$ cat src/rtl/arb_pkg.sv
// Shared definitions for the round-robin arbiter: sizes, FSM states and the
// 3-to-8 select decoder used to fan out the registered grant index.
package arb_pkg;

  localparam int N_REQ = 8;
  localparam int IDX_W = 3;

  typedef enum logic {
    ST_IDLE  = 1'b0,
    ST_GRANT = 1'b1
  } arb_state_e;

  function automatic logic [N_REQ-1:0] dec3to8(input logic [IDX_W-1:0] idx,
                                               input logic en);
    logic [N_REQ-1:0] onehot;
    onehot = '0;
    if (en) onehot[idx] = 1'b1;
    return onehot;
  endfunction

endpackage

$ cat src/rtl/rr_arbiter8_if.sv
// Requester-side bundle of the 8-way arbiter: request/enable in, grant out.
interface rr_arbiter8_if;
  import arb_pkg::*;

  logic             en;
  logic [N_REQ-1:0] req;
  logic [N_REQ-1:0] gnt;
  logic [IDX_W-1:0] gnt_idx;
  logic             gnt_vld;
  logic             timeout;

  modport master (
    output en, req,
    input  gnt, gnt_idx, gnt_vld, timeout
  );

  modport slave (
    input  en, req,
    output gnt, gnt_idx, gnt_vld, timeout
  );

endinterface

$ cat src/rtl/rr_pick8.sv
// Combinational round-robin pick: first set request scanning ptr+1, ptr+2, ...
// modulo 8. Rotates the request vector, priority-encodes, then rotates back.
module rr_pick8
  import arb_pkg::*;
(
  input  logic [N_REQ-1:0] req,
  input  logic [IDX_W-1:0] ptr,
  output logic [IDX_W-1:0] pick,
  output logic             any
);

  logic [IDX_W-1:0]   w_start;
  logic [IDX_W-1:0]   w_enc;
  logic [2*N_REQ-1:0] w_dbl;
  logic [N_REQ-1:0]   w_rot;

  assign w_start = ptr + 1'b1;
  assign w_dbl   = {req, req} >> w_start;
  assign w_rot   = w_dbl[N_REQ-1:0];

  // Scan from the top so the lowest set bit (nearest ptr+1) wins.
  always_comb begin
    w_enc = '0;
    for (int unsigned i = 0; i < N_REQ; i++) begin
      if (w_rot[IDX_W'(N_REQ - 1 - i)]) w_enc = IDX_W'(N_REQ - 1 - i);
    end
  end

  assign pick = w_enc + w_start;
  assign any  = |req;

endmodule

$ cat src/rtl/rr_arbiter8.sv
// 8-way round-robin arbiter with registered grant index/valid; a grant is held
// until released. Define ARB_TIMEOUT_EN to revoke grants held MAX_HOLD cycles.
module rr_arbiter8
  import arb_pkg::*;
#(
  parameter int unsigned MAX_HOLD  = 16,
  parameter int unsigned RESET_PTR = 7
) (
  input logic          clk,
  input logic          rst_n,
  rr_arbiter8_if.slave bus
);

  localparam logic [IDX_W-1:0] PTR_RST = IDX_W'(RESET_PTR);

  if (MAX_HOLD < 2 || MAX_HOLD > 255) begin : g_bad_max_hold
    $error("rr_arbiter8: MAX_HOLD must be in 2..255");
  end

  arb_state_e       r_state;
  logic [IDX_W-1:0] r_ptr;
  logic [IDX_W-1:0] r_gnt_idx;
  logic             r_gnt_vld;
  logic [IDX_W-1:0] w_pick;
  logic             w_any;
  logic             w_hold;

`ifdef ARB_TIMEOUT_EN
  localparam logic [7:0] HOLD_LAST = 8'(MAX_HOLD - 1);
  logic [7:0] r_hold_cnt;
  logic       r_timeout;
`endif

  rr_pick8 u_pick (
    .req  (bus.req),
    .ptr  (r_ptr),
    .pick (w_pick),
    .any  (w_any)
  );

  assign w_hold = bus.req[r_gnt_idx];

  always_ff @(posedge clk or negedge rst_n) begin
    if (!rst_n) begin
      r_state   <= ST_IDLE;
      r_gnt_vld <= 1'b0;
      r_gnt_idx <= '0;
      r_ptr     <= PTR_RST;
`ifdef ARB_TIMEOUT_EN
      r_hold_cnt <= '0;
      r_timeout  <= 1'b0;
`endif
    end else begin
`ifdef ARB_TIMEOUT_EN
      r_timeout <= 1'b0;
`endif
      case (r_state)
        ST_IDLE: begin
          if (bus.en && w_any) begin
            r_gnt_idx <= w_pick;
            r_gnt_vld <= 1'b1;
            r_ptr     <= w_pick;
            r_state   <= ST_GRANT;
`ifdef ARB_TIMEOUT_EN
            r_hold_cnt <= '0;
`endif
          end
        end
        ST_GRANT: begin
          // A release always takes precedence over an expiry on the same edge.
          if (!w_hold) begin
            r_gnt_vld <= 1'b0;
            r_state   <= ST_IDLE;
          end
`ifdef ARB_TIMEOUT_EN
          else if (r_hold_cnt == HOLD_LAST) begin
            r_gnt_vld <= 1'b0;
            r_timeout <= 1'b1;
            r_state   <= ST_IDLE;
          end else begin
            r_hold_cnt <= r_hold_cnt + 8'd1;
          end
`endif
        end
        default: r_state <= ST_IDLE;
      endcase
    end
  end

  assign bus.gnt     = dec3to8(r_gnt_idx, r_gnt_vld);
  assign bus.gnt_idx = r_gnt_idx;
  assign bus.gnt_vld = r_gnt_vld;
`ifdef ARB_TIMEOUT_EN
  assign bus.timeout = r_timeout;
`else
  assign bus.timeout = 1'b0;
`endif

endmodule

$ cat src/flat_wrapper.sv
// flat-port wrapper written by rule: the top's interface ports become plain ports
module rr_arbiter8_flat import arb_pkg::*;
#(
  parameter int unsigned MAX_HOLD  = 16,
  parameter int unsigned RESET_PTR = 7
)
  (clk, rst_n, bus_en, bus_req, bus_gnt, bus_gnt_idx, bus_gnt_vld, bus_timeout);
  rr_arbiter8_if bus_i ();
  input logic clk;
  input logic rst_n;
  input wire logic [$bits(bus_i.en)-1:0] bus_en;
  input wire logic [$bits(bus_i.req)-1:0] bus_req;
  output wire logic [$bits(bus_i.gnt)-1:0] bus_gnt;
  output wire logic [$bits(bus_i.gnt_idx)-1:0] bus_gnt_idx;
  output wire logic [$bits(bus_i.gnt_vld)-1:0] bus_gnt_vld;
  output wire logic [$bits(bus_i.timeout)-1:0] bus_timeout;
  assign bus_i.en = bus_en;
  assign bus_i.req = bus_req;
  assign bus_gnt = bus_i.gnt;
  assign bus_gnt_idx = bus_i.gnt_idx;
  assign bus_gnt_vld = bus_i.gnt_vld;
  assign bus_timeout = bus_i.timeout;
  rr_arbiter8 #(.MAX_HOLD(MAX_HOLD), .RESET_PTR(RESET_PTR)) u_core (.clk(clk), .rst_n(rst_n), .bus(bus_i));
endmodule
$ cat config.mk
export PLATFORM = sky130hd
export DESIGN_NAME = rr_arbiter8_flat
export DESIGN_NICKNAME = d
export VERILOG_FILES = /design/src/rtl/arb_pkg.sv /design/src/rtl/rr_arbiter8_if.sv /design/src/rtl/rr_pick8.sv /design/src/rtl/rr_arbiter8.sv /design/src/flat_wrapper.sv
export SDC_FILE = /design/constraint.sdc
export NUM_CORES = 1
export LEC_CHECK = 0
export CAP_MARGIN = 20
export CORE_UTILIZATION = 41
export CTS_BUF_LIST = sky130_fd_sc_hd__clkbuf_16
export DETAILED_ROUTE_END_ITERATION = 12
export DONT_BUFFER_PORTS = 1
export PLACE_DENSITY = 0.6
export SYNTH_ARGS = -nofsm -noshare
export SYNTH_HDL_FRONTEND = slang
export SYNTH_HIERARCHICAL = 1
export SYNTH_SLANG_ARGS = --single-unit
$ cat constraint.sdc
create_clock -name clk -period 8.9 [get_ports clk]
set_input_delay 0.445 -clock clk [delete_from_list [all_inputs] [get_ports clk]]
set_output_delay 0.445 -clock clk [all_outputs]
set_load 0.005 [all_outputs]
==> run_results.csv <==
group,metric,value,unit
cts,post_cts_buffers,0,
drt,drc,0,
timing,slew_headroom,60.4,%
timing,setup_tns,0,ps
cts,clkLatencyLatePin,230,ps
synthesis,synth_top_area_share,17.3,%
synthesis,yosys.cell_types.count,35,
synthesis,yosys_register_bits,8,
setup_path,critPathArrivalTime,3900,ps
synthesis,synth-async-reset-ratio,100,%
power,power_density,488,nW/um2
floorplanning,die-area,2420,um2
final_layout,antennaDiodeCount,0,
global_routing,grt_max_degree,12,
placed_design,place.port_buffers,0,
global_routing,grt_pass1_vias,667,
power,p_total,0.485,mW
synthesis,synth_cells,86,
timing,finalSetupViolCount,0,
setup_path,critPathKind,"reg -> reg",
floorplanning,rows,16,
power,p_leak,0.387,nW
synthesis,ys_top_cells_by_count,"nor2_1 (10), mux2_2 (7), mux4_1 (6)",
drt,ant_nets,0,
floorplanning,die-width,49.2,um
global_routing,grt_pass1_wl,3040,um
synthesis,synth_edf_count,0,
job,cap_violations,0,
floorplanning,die_y,49.2,um
synthesis,syn_avg_cell_area,10.6,um2
global_routing,track_usage,16.6,%
floorplanning,ioPinCount,24,
timing,rsz0062_at_grt,"false",
drt,avgViaCountPerCell,6.11,
setup_path,cp_max_fo,11,
synthesis,synth_area_leaders,"mux4_1 (17%), dfrtp_1 (14%), dfstp_2 (8.6%), mux2_2 (8.6%), mux4_2 (7.4%)",
placed_design,hpwl,1380,um
cts,cts_made_buffers,3,
global_routing,grt_overflow,0,
cts,cts_tree,"done",
drt,wire_per_inst,16.3,um
synthesis,synth_top_area_cell,"mux4_1",
synthesis,yosysMostFrequentCell,"nor2_1",
floorplanning,start_util,45.1,%
synthesis,ys.flop_type,"dfrtp_1",
synthesis,synth_warnings,6,
setup_path,path_common_cell,"ha_1",
timing,timing.fmax,0.264,GHz
drt,drt-pass1-iter-count,4,
setup_path,crit_slowest_cell,"dfstp_2",
timing,min_period,3790,ps
drt,route.vias.total,696,
final_layout,drive_gt1_share,20.7,%
setup_path,endpoint_kind,"flip-flop",
timing,worst_pin_slew,579,ps
timing,hold_violations,0,
synthesis,ys_seq_area_share,22.4,%
setup_path,required,9010,ps
placed_design,globalplace.congestion,0.773,
drt,drt-total-wl,1860,um
setup_path,start_kind,"flip-flop",
cts,clk_pin_slew,40,ps
status,status,"finished clean",
setup_path,crit_path_cell_trace,"ha_1 -> mux4_1 -> nor2_1 -> a2111oi_0 -> nor3_1 -> o31ai_1 -> ha_1 -> inv_1 -> fa_1 -> xnor2_1 -> mux2_2",
global_routing,antenna_found_initial,0,
setup_path,slowest_delay,660,ps
hold_path,hold_path.class,"in -> async",
power,peakVddDrop,0.000219,V
timing,fin_crit_sh,42.6,%
cts,cts_root_buf,"clkbuf_16",
synthesis,synth.cell_area,912,um2
timing,final.setup_skew,5.72,ps
timing,drv_slew,0,
synthesis,synth_fp_nets,100,
cts,clock_path_buffers,2,
final_layout,layout.cells.non_filler,114,
floorplanning,core_region_area,2020,um2
placed_design,dp_cells,109,
drt,drt_iter0_markers,9,
final_layout,syn_to_final_growth,8.92,%
cts,cts_sinks,8,
cts,htreeDepth,1,
final_layout,finalNetCount,102,
[cell type report]
class                           instances  area, um2
Timing Repair Buffer                    1       10.0
Sequential cell                         8        204
Clock buffer                            3       75.1
Tap cell                               27       33.8
Clock inverter                          1       3.75
Fill cell                             194       1030
Multi-Input combinational cell         69        648
Inverter                                5       18.8
[metrics by stage]
| stage | util [%] | setup slack (ps) | area, um2 | hold slack (ps) |
|---|---|---|---|---|
| after floorplan | - | 5640 | 912 | 149 |
| after global placement | 44.7 | 5260 | 905 | 150 |
| after detailed placement | 44.7 | 5110 | 905 | 150 |
| after CTS | 49.1 | 5110 | 993 | 49.7 |
| after global routing | 49.1 | 4790 | 993 | 45.3 |
| final | 49.1 | 5110 | 993 | 54.3 |
[registers in the layout, indices dropped and copies added (netlist names)]
name and cells:
u_core/r_ptr 3, u_core/bus.gnt_vld 1, u_core/bus.gnt_idx 3, u_core/r_state 1
[kinds of logic (layout without fill, tap and decap cells)]
family,after synthesis,count (layout),share of synthesized area (%)
AOI/OAI and AO/OA,10,10,8.23
xor gates and xnor gates,2,2,1.92
and+or+nand+nor,35,35,19.9
DFF,8,8,22.4
buffers and inverters,9,10,6.58
other,1,1,0.411
adders and majority gates,4,4,6.17
muxes,17,17,34.4
[timing repair]
| item | in CTS | in global routing |
|---|---|---|
| hold buffers | 1 | 0 |
| resized for setup | 0 | 0 |
| endpoints found under the hold margin | 5 | 0 |
[cells in the final DEF, fill, tap and decap left out, drive strengths merged, types with 3 or more instances in the layout]
master / count
dfrtp: 5
nor2: 10
nand2b: 4
nand2: 5
dfstp: 3
inv: 6
mux4: 9
clkbuf: 3
nor3: 4
mux2: 7
[power by group]
group / total, mW / switching, mW / internal (mW) / leakage (nW)
combinational: 0.311 / 0.153 / 0.157 / 0.254
clock: 0.0758 / 0.0174 / 0.0585 / 0.0423
sequential: 0.0984 / 0.0356 / 0.0628 / 0.0907
[critical path, delay by kind of cell (launching register included)]
family | cells | cell delay [ps]
AOI/OAI and AO/OA | 2 | 820
xor gates and xnor gates | 1 | 160
adders and majority gates | 3 | 1020
buffers and inverters | 1 | 50
DFF | 1 | 660
muxes | 2 | 760
and+or+nand+nor | 2 | 200
[worst paths after layout]
path	start	endpoint	slack, ps	depth (start not counted)
min	rst_n	u_core/r_ptr[0]	50	0
max	u_core/r_ptr[0]	u_core/bus.gnt_idx[2]	5110	11
min in group clk	bus_en	u_core/r_state	440	2
max reg2reg	u_core/r_ptr[0]	u_core/bus.gnt_idx[2]	5110	11
min reg2reg	u_core/r_state	u_core/bus.gnt_vld	520	1
max in group asynchronous	rst_n	u_core/bus.gnt_idx[2]	8210	1
[layer usage]
layer / wire length, um / vias to the layer above / track usage [%] / share of wire, %
met5: 0 / - / 0 / 0
met4: 35 / 0 / 9.80 / 1.9
met3: 108 / 4 / 3.43 / 5.8
met2: 903 / 21 / 26.7 / 49
met1: 812 / 338 / 20.4 / 44
li1: - / 333 / - / -
(Power assumes the default switching activity.)
